File: config.mk
export PLATFORM = sky130hd
export DESIGN_NAME = ysyx_cmu_flat
export DESIGN_NICKNAME = d
export VERILOG_FILES = /design/src/rtl/ysyx_cmu_if.sv /design/src/rtl/ysyx_cmu.sv /design/src/flat_wrapper.sv
export SDC_FILE = /design/constraint.sdc
export NUM_CORES = 1
export LEC_CHECK = 0
export ABC_AREA = 1
export BUFFER_PORTS_ARGS = -buffer_cell sky130_fd_sc_hd__buf_2
export CAP_MARGIN = 20
export CORE_AREA = 2 2 133 135
export CTS_CLUSTER_SIZE = 8
export DETAILED_ROUTE_END_ITERATION = 8
export DIE_AREA = 0 0 135 137
export PLACE_DENSITY_LB_ADDON = 0.25
export RECOVER_POWER = 50
export SYNTH_ARGS = -nofsm -noshare
export SYNTH_HDL_FRONTEND = slang
export SYNTH_SLANG_ARGS = --single-unit
export TNS_END_PERCENT = 1
File: constraint.sdc
create_clock -name clock -period 1.79 [get_ports clock]
set_input_delay 0 -clock clock [delete_from_list [all_inputs] [get_ports clock]]
set_output_delay 0 -clock clock [all_outputs]
set_load 0.02 [all_outputs]
File: src/rtl/ysyx_cmu_if.sv
// ROB commit slot handshake between the reorder buffer (master) and the commit unit (slave).
interface ysyx_cmu_if #(
  parameter int XLEN = 32,
  parameter int PLEN = 6
);
  logic            cmu_valid;
  logic [4:0]      cmu_rd;
  logic [31:0]     cmu_inst;
  logic [XLEN-1:0] cmu_pc;
  logic [XLEN-1:0] cmu_npc;
  logic            cmu_btaken;
  logic            cmu_ben;
  logic            cmu_jen;
  logic            cmu_jren;
  logic [PLEN-1:0] cmu_prd;
  logic [PLEN-1:0] cmu_prs;
  logic            cmu_ebreak;
  logic            cmu_fence_time;
  logic            cmu_fence_i;
  logic            cmu_flush_pipe;
  logic            cmu_ready;

  modport master (
    output cmu_valid, cmu_rd, cmu_inst, cmu_pc, cmu_npc, cmu_btaken, cmu_ben, cmu_jen,
           cmu_jren, cmu_prd, cmu_prs, cmu_ebreak, cmu_fence_time, cmu_fence_i,
           cmu_flush_pipe,
    input  cmu_ready
  );

  modport slave (
    input  cmu_valid, cmu_rd, cmu_inst, cmu_pc, cmu_npc, cmu_btaken, cmu_ben, cmu_jen,
           cmu_jren, cmu_prd, cmu_prs, cmu_ebreak, cmu_fence_time, cmu_fence_i,
           cmu_flush_pipe,
    output cmu_ready
  );
endinterface

File: src/rtl/ysyx_cmu.sv
// Commit unit: retires one ROB slot per cycle, updates RAT/free list/BPU, sequences fence.i and ebreak.
// Optional performance counters are built only when YSYX_CMU_PERF_EN is defined.
module ysyx_cmu #(
  parameter int XLEN = 32,
  parameter int PLEN = 6
) (
  input  logic            clock,
  input  logic            reset,
  ysyx_cmu_if.slave       cmu,
  output logic            rat_wen,
  output logic [4:0]      rat_rd,
  output logic [PLEN-1:0] rat_prd,
  output logic            fl_wen,
  output logic [PLEN-1:0] fl_pr,
  output logic            bpu_wen,
  output logic [XLEN-1:0] bpu_pc,
  output logic [XLEN-1:0] bpu_npc,
  output logic            bpu_taken,
  output logic            bpu_jr,
  output logic            flush,
  output logic [XLEN-1:0] redirect_pc,
  output logic            icache_flush_req,
  input  logic            icache_flush_ack,
  output logic            halt,
  output logic [63:0]     perf_commit,
  output logic [31:0]     perf_flush
);

  typedef enum logic [1:0] {ST_IDLE, ST_FENCE, ST_HALT} state_t;

  state_t          state, state_nxt;
  logic            fire;
  logic            do_flush;
  logic            fence_done;
  logic [XLEN-1:0] fence_pc;

  assign cmu.cmu_ready     = (state == ST_IDLE);
  assign fire              = cmu.cmu_valid & cmu.cmu_ready;
  assign icache_flush_req  = (state == ST_FENCE);
  assign halt              = (state == ST_HALT);

  // The raw instruction word travels with the slot for debug only.
  logic unused_inst;
  assign unused_inst = ^cmu.cmu_inst;

  always_comb begin
    // NOTE: every combinational output gets a default first so no path leaves it unassigned (no latch).
    state_nxt  = state;
    do_flush   = 1'b0;
    fence_done = 1'b0;
    case (state)
      ST_IDLE: begin
        if (fire) begin
          // ebreak beats fence.i beats a plain pipeline flush.
          if (cmu.cmu_ebreak)
            state_nxt = ST_HALT;
          else if (cmu.cmu_fence_i)
            state_nxt = ST_FENCE;
          else if (cmu.cmu_flush_pipe | cmu.cmu_fence_time)
            do_flush = 1'b1;
        end
      end
      ST_FENCE: begin
        if (icache_flush_ack) begin
          state_nxt  = ST_IDLE;
          do_flush   = 1'b1;
          fence_done = 1'b1;
        end
      end
      ST_HALT:  state_nxt = ST_HALT;
      default:  state_nxt = ST_IDLE;
    endcase
  end

  always_ff @(posedge clock) begin
    // NOTE: sequential state uses non-blocking assignments so every flop samples pre-edge values.
    if (reset) state <= ST_IDLE;
    else       state <= state_nxt;
  end

  always_ff @(posedge clock) begin
    if (reset) begin
      rat_wen     <= 1'b0;
      rat_rd      <= '0;
      rat_prd     <= '0;
      fl_wen      <= 1'b0;
      fl_pr       <= '0;
      bpu_wen     <= 1'b0;
      bpu_pc      <= '0;
      bpu_npc     <= '0;
      bpu_taken   <= 1'b0;
      bpu_jr      <= 1'b0;
      flush       <= 1'b0;
      redirect_pc <= '0;
      fence_pc    <= '0;
    end else begin
      rat_wen <= fire && (cmu.cmu_rd != 5'd0);
      fl_wen  <= fire && (cmu.cmu_rd != 5'd0) && (cmu.cmu_prs != '0);
      bpu_wen <= fire && (cmu.cmu_ben | cmu.cmu_jen | cmu.cmu_jren);
      flush   <= do_flush;
      // Data outputs only move alongside their pulse, otherwise they hold.
      if (fire && (cmu.cmu_rd != 5'd0)) begin
        rat_rd  <= cmu.cmu_rd;
        rat_prd <= cmu.cmu_prd;
      end
      if (fire && (cmu.cmu_rd != 5'd0) && (cmu.cmu_prs != '0))
        fl_pr <= cmu.cmu_prs;
      if (fire && (cmu.cmu_ben | cmu.cmu_jen | cmu.cmu_jren)) begin
        bpu_pc    <= cmu.cmu_pc;
        bpu_npc   <= cmu.cmu_npc;
        bpu_taken <= cmu.cmu_btaken | cmu.cmu_jen | cmu.cmu_jren;
        bpu_jr    <= cmu.cmu_jren;
      end
      if (do_flush)
        redirect_pc <= fence_done ? fence_pc : cmu.cmu_npc;
      if (state == ST_IDLE && state_nxt == ST_FENCE)
        fence_pc <= cmu.cmu_pc + XLEN'(4);
    end
  end

`ifdef YSYX_CMU_PERF_EN
  logic [63:0] commit_cnt;
  logic [31:0] flush_cnt;

  always_ff @(posedge clock) begin
    if (reset) begin
      commit_cnt <= '0;
      flush_cnt  <= '0;
    end else begin
      if (fire)     commit_cnt <= commit_cnt + 64'd1;
      if (do_flush) flush_cnt  <= flush_cnt + 32'd1;
    end
  end

  assign perf_commit = commit_cnt;
  assign perf_flush  = flush_cnt;
`else
  assign perf_commit = '0;
  assign perf_flush  = '0;
`endif

endmodule

File: src/flat_wrapper.sv
// flat-port wrapper written by rule: the top's interface ports become plain ports
module ysyx_cmu_flat 
#(
  parameter int XLEN = 32,
  parameter int PLEN = 6
)
  (clock, reset, rat_wen, rat_rd, rat_prd, fl_wen, fl_pr, bpu_wen, bpu_pc, bpu_npc, bpu_taken, bpu_jr, flush, redirect_pc, icache_flush_req, icache_flush_ack, halt, perf_commit, perf_flush, cmu_cmu_valid, cmu_cmu_rd, cmu_cmu_inst, cmu_cmu_pc, cmu_cmu_npc, cmu_cmu_btaken, cmu_cmu_ben, cmu_cmu_jen, cmu_cmu_jren, cmu_cmu_prd, cmu_cmu_prs, cmu_cmu_ebreak, cmu_cmu_fence_time, cmu_cmu_fence_i, cmu_cmu_flush_pipe, cmu_cmu_ready);
  ysyx_cmu_if #(.XLEN(XLEN), .PLEN(PLEN)) cmu_i ();
  input  logic clock;
  input  logic reset;
  output logic rat_wen;
  output logic [4:0] rat_rd;
  output logic [PLEN-1:0] rat_prd;
  output logic fl_wen;
  output logic [PLEN-1:0] fl_pr;
  output logic bpu_wen;
  output logic [XLEN-1:0] bpu_pc;
  output logic [XLEN-1:0] bpu_npc;
  output logic bpu_taken;
  output logic bpu_jr;
  output logic flush;
  output logic [XLEN-1:0] redirect_pc;
  output logic icache_flush_req;
  input  logic icache_flush_ack;
  output logic halt;
  output logic [63:0] perf_commit;
  output logic [31:0] perf_flush;
  input wire logic [$bits(cmu_i.cmu_valid)-1:0] cmu_cmu_valid;
  input wire logic [$bits(cmu_i.cmu_rd)-1:0] cmu_cmu_rd;
  input wire logic [$bits(cmu_i.cmu_inst)-1:0] cmu_cmu_inst;
  input wire logic [$bits(cmu_i.cmu_pc)-1:0] cmu_cmu_pc;
  input wire logic [$bits(cmu_i.cmu_npc)-1:0] cmu_cmu_npc;
  input wire logic [$bits(cmu_i.cmu_btaken)-1:0] cmu_cmu_btaken;
  input wire logic [$bits(cmu_i.cmu_ben)-1:0] cmu_cmu_ben;
  input wire logic [$bits(cmu_i.cmu_jen)-1:0] cmu_cmu_jen;
  input wire logic [$bits(cmu_i.cmu_jren)-1:0] cmu_cmu_jren;
  input wire logic [$bits(cmu_i.cmu_prd)-1:0] cmu_cmu_prd;
  input wire logic [$bits(cmu_i.cmu_prs)-1:0] cmu_cmu_prs;
  input wire logic [$bits(cmu_i.cmu_ebreak)-1:0] cmu_cmu_ebreak;
  input wire logic [$bits(cmu_i.cmu_fence_time)-1:0] cmu_cmu_fence_time;
  input wire logic [$bits(cmu_i.cmu_fence_i)-1:0] cmu_cmu_fence_i;
  input wire logic [$bits(cmu_i.cmu_flush_pipe)-1:0] cmu_cmu_flush_pipe;
  output wire logic [$bits(cmu_i.cmu_ready)-1:0] cmu_cmu_ready;
  assign cmu_i.cmu_valid = cmu_cmu_valid;
  assign cmu_i.cmu_rd = cmu_cmu_rd;
  assign cmu_i.cmu_inst = cmu_cmu_inst;
  assign cmu_i.cmu_pc = cmu_cmu_pc;
  assign cmu_i.cmu_npc = cmu_cmu_npc;
  assign cmu_i.cmu_btaken = cmu_cmu_btaken;
  assign cmu_i.cmu_ben = cmu_cmu_ben;
  assign cmu_i.cmu_jen = cmu_cmu_jen;
  assign cmu_i.cmu_jren = cmu_cmu_jren;
  assign cmu_i.cmu_prd = cmu_cmu_prd;
  assign cmu_i.cmu_prs = cmu_cmu_prs;
  assign cmu_i.cmu_ebreak = cmu_cmu_ebreak;
  assign cmu_i.cmu_fence_time = cmu_cmu_fence_time;
  assign cmu_i.cmu_fence_i = cmu_cmu_fence_i;
  assign cmu_i.cmu_flush_pipe = cmu_cmu_flush_pipe;
  assign cmu_cmu_ready = cmu_i.cmu_ready;
  ysyx_cmu #(.XLEN(XLEN), .PLEN(PLEN)) u_core (.clock(clock), .reset(reset), .cmu(cmu_i), .rat_wen(rat_wen), .rat_rd(rat_rd), .rat_prd(rat_prd), .fl_wen(fl_wen), .fl_pr(fl_pr), .bpu_wen(bpu_wen), .bpu_pc(bpu_pc), .bpu_npc(bpu_npc), .bpu_taken(bpu_taken), .bpu_jr(bpu_jr), .flush(flush), .redirect_pc(redirect_pc), .icache_flush_req(icache_flush_req), .icache_flush_ack(icache_flush_ack), .halt(halt), .perf_commit(perf_commit), .perf_flush(perf_flush));
endmodule
==> out/qor.yml <==
routing:
  highest_layer: "met5"
  routedWlPerCell_um: 14.0
  routed_wl_um: 22100
  drt_iter0_drc: 330
  drt-pass1-iter-count: 5
  num_vias: 7393
  wl_met1_um: 10200
  final_antenna_net_count: 0
  vias_per_cell: 4.67
  dr_wl_met3_um: 1400
  wl_met2_um: 9940
  drc_errors: 0
timing:
  max_freq_ghz: 0.602
  period_share_pct: 92.8
  setup_violations: 0
  relSlewSlack_pct: 49.8
  finalClockSkew_ns: 0.0135
  totalNegativeSetupSlack_ns: 0
  hold_viol: 0
  rsz0062_at_grt: "false"
  finalCriticalPeriod_ns: 1.66
  worst_slew_pin_slew_ns: 0.753
  drv_slew: 0
logic_synthesis:
  synthFlopType: "dfxtp_1"
  syn-cell-area_um2: 7400
  syn_avg_cell_area_um2: 6.95
  async_flop_share_pct: 0
  synthCells: 1064
  seq_area_frac_synth_pct: 41.4
  yosysUniqueCellTypes: 27
  yosysWarningCount: 0
  synth_edf_count: 0
  ys_ff_latch: 153
critical_path:
  cp-endpoint: "u_core.fence_pc[12]$_SDFFE_PP0P_"
  worstSetupPathType: "in2reg"
  r2r-end: "u_core.fence_pc[18]$_SDFFE_PP0P_"
  regToRegStartpoint: "u_core.state[1]$_SDFF_PP0_"
  crit_required_ns: 2.08
  rrSetupSlack_ns: 0.18
  crit_arrival_ns: 1.95
  path_max_fanout: 4
  cp-start-kind: "primary input"
  endpoint_kind: "flop"
  startpoint: "cmu_cmu_pc[2]"
  r2r.worst_path.cells: 9
clock_tree:
  clock-sinks: 153
  cts_tree: "done"
  numCtsBuffers: 17
  clk_latency_ns: 0.42
  post_cts_buffers: 0
  path_clk_slew_ns: 0.06
  cts_buffer_depth: 2
  root_buffer: "clkbuf_16"
  htree_levels: 4
final_layout:
  fin_util_pct: 56.1
  layout-drive-gt1-share_pct: 11.0
  n_antenna_cell: 0
  layout_common_cells: "nor2_1, nand2_1, dfxtp_1"
  final_nets: 1473
  final_common_cell: "nor2_1"
  syn_to_final_growth_pct: 29.3
floorplanning:
  die_h_um: 137
  die_w_um: 135
  core-area_um2: 17100
  die_area_um2: 18500
  num_io_pins: 343
  fp-row-count: 48
  start_util_pct: 43.4
grt:
  antenna_found_initial: 1
  gr-usage-all-layers_pct: 23.5
  grt_pass1_wl_um: 34300
  grt_max_degree: 68
  grt_pass1_vias: 6630
  grt.overflow.total: 0
place:
  port_buffers: 214
  post-dp-hpwl_um: 15300
  routabilityCongestion: 0.964
power_and_ir_drop:
  power.density_nw_per_um2: 953
  peakVddDrop_v: 0.000656
  cellLeakagePower_nw: 4.52
status:
  status: "complete, no violations"
hold_path:
  worstHoldPathCells: 3
  hp-class: "in2reg"
run:
  drv_cap: 0
registers in the layout (all words and copies together), names as in the netlist, 2 cells and up:
register and count:
u_core.fl_pr 6, u_core.fence_pc 32, u_core.state 2, u_core.rat_rd 5
u_core.bpu_pc 32, u_core.redirect_pc 32, u_core.rat_prd 6, u_core.bpu_npc 32
synthesized netlist by cell type (3+ instances only):
cell type  number  share of area, %
nand3_1        51               3.5
inv_2           5              0.25
buf_6           4              0.61
dfxtp_1       153                41
a21oi_1        65               4.4
o21ai_0       142               9.6
xor2_1          4              0.47
inv_1          88               4.5
buf_2          14              0.95
clkbuf_1       22               1.1
nor2_1        224                11
nand2_1       155               7.9
o21ai_1        11              0.74
nor2_4          3              0.46
buf_4         107                11
where the power goes:
group	internal (mW)	switching, mW	total, mW
clock network	2.35	1.37	3.73
logic	0.499	1.12	1.61
registers	3.66	0.118	3.78
cell families after synthesis:
kind of cell | share of synthesized area, %
AO/OA/AOI/OAI | 15.1
XOR/XNOR | 0.711
adder cells (fa/ha/maj) | 0.169
buffers and inverters | 18.3
flip-flops | 41.4
other | 0.0507
AND/OR/NAND/NOR | 24.2
worst max-delay path, cell delays in order:
cell and delay (ns):
dlygate4sd3_1 0.53, buf_2 0.13, ha_1 0.23, nand3_1 0.14
inv_1 0.13, nand2_1 0.16, nor2_2 0.21, xor2_1 0.31
a21oi_1 0.10
stage by stage:
| stage | hold slack (ns) | std cells | power, mW | worst slack, ns | area (µm²) |
|---|---|---|---|---|---|
| 3_5_place_dp | 0.220 | 1465 | 5.34 | 0.239 | 8230 |
| 6_report | 0.104 | 1583 | 9.12 | 0.128 | 9560 |
| 5_1_grt | 0.127 | 1583 | 9.49 | 0.0241 | 9560 |
| 2_1_floorplan | 0.0902 | 1159 | 4.99 | 0.402 | 7750 |
| 3_3_place_gp | 0.217 | 1465 | 5.33 | 0.258 | 8230 |
| 4_1_cts | 0.0511 | 1583 | 9.22 | 0.140 | 9720 |
routing by layer:
| metal | vias up | track usage [%] |
|---|---|---|
| met5 | - | 0 |
| met4 | 2 | 9.09 |
| met3 | 43 | 4.07 |
| met2 | 295 | 37.2 |
| met1 | 3315 | 32.2 |
| li1 | 3738 | - |
timing repair:
| action | CTS | global route |
|---|---|---|
| endpoints found under the setup margin | 0 | 1 |
| gates resized for setup | 0 | 1 |
| hold buffers | 88 | 0 |
| hold endpoints to repair | 134 | 0 |
final cells by class:
type	instances	area, µm²
repair buffers	316	1930
flip-flops and latches	153	3060
clock inverters	8	146
clock buffers	22	454
inverters	94	355
fillers	1719	7490
well taps	225	282
multi-input cells	765	3340
worst min path at each step:
stage / from / to
global placement: cmu_cmu_pc[2] / u_core.fence_pc[2]$_SDFFE_PP0P_
detailed placement: cmu_cmu_pc[2] / u_core.fence_pc[2]$_SDFFE_PP0P_
CTS: cmu_cmu_fence_i / u_core.fence_pc[2]$_SDFFE_PP0P_
floorplan: cmu_cmu_pc[2] / u_core.fence_pc[2]$_SDFFE_PP0P_
finish: reset / u_core.flush$_SDFF_PP0_
global route: reset / u_core.flush$_SDFF_PP0_
(Power assumes the default switching activity.)
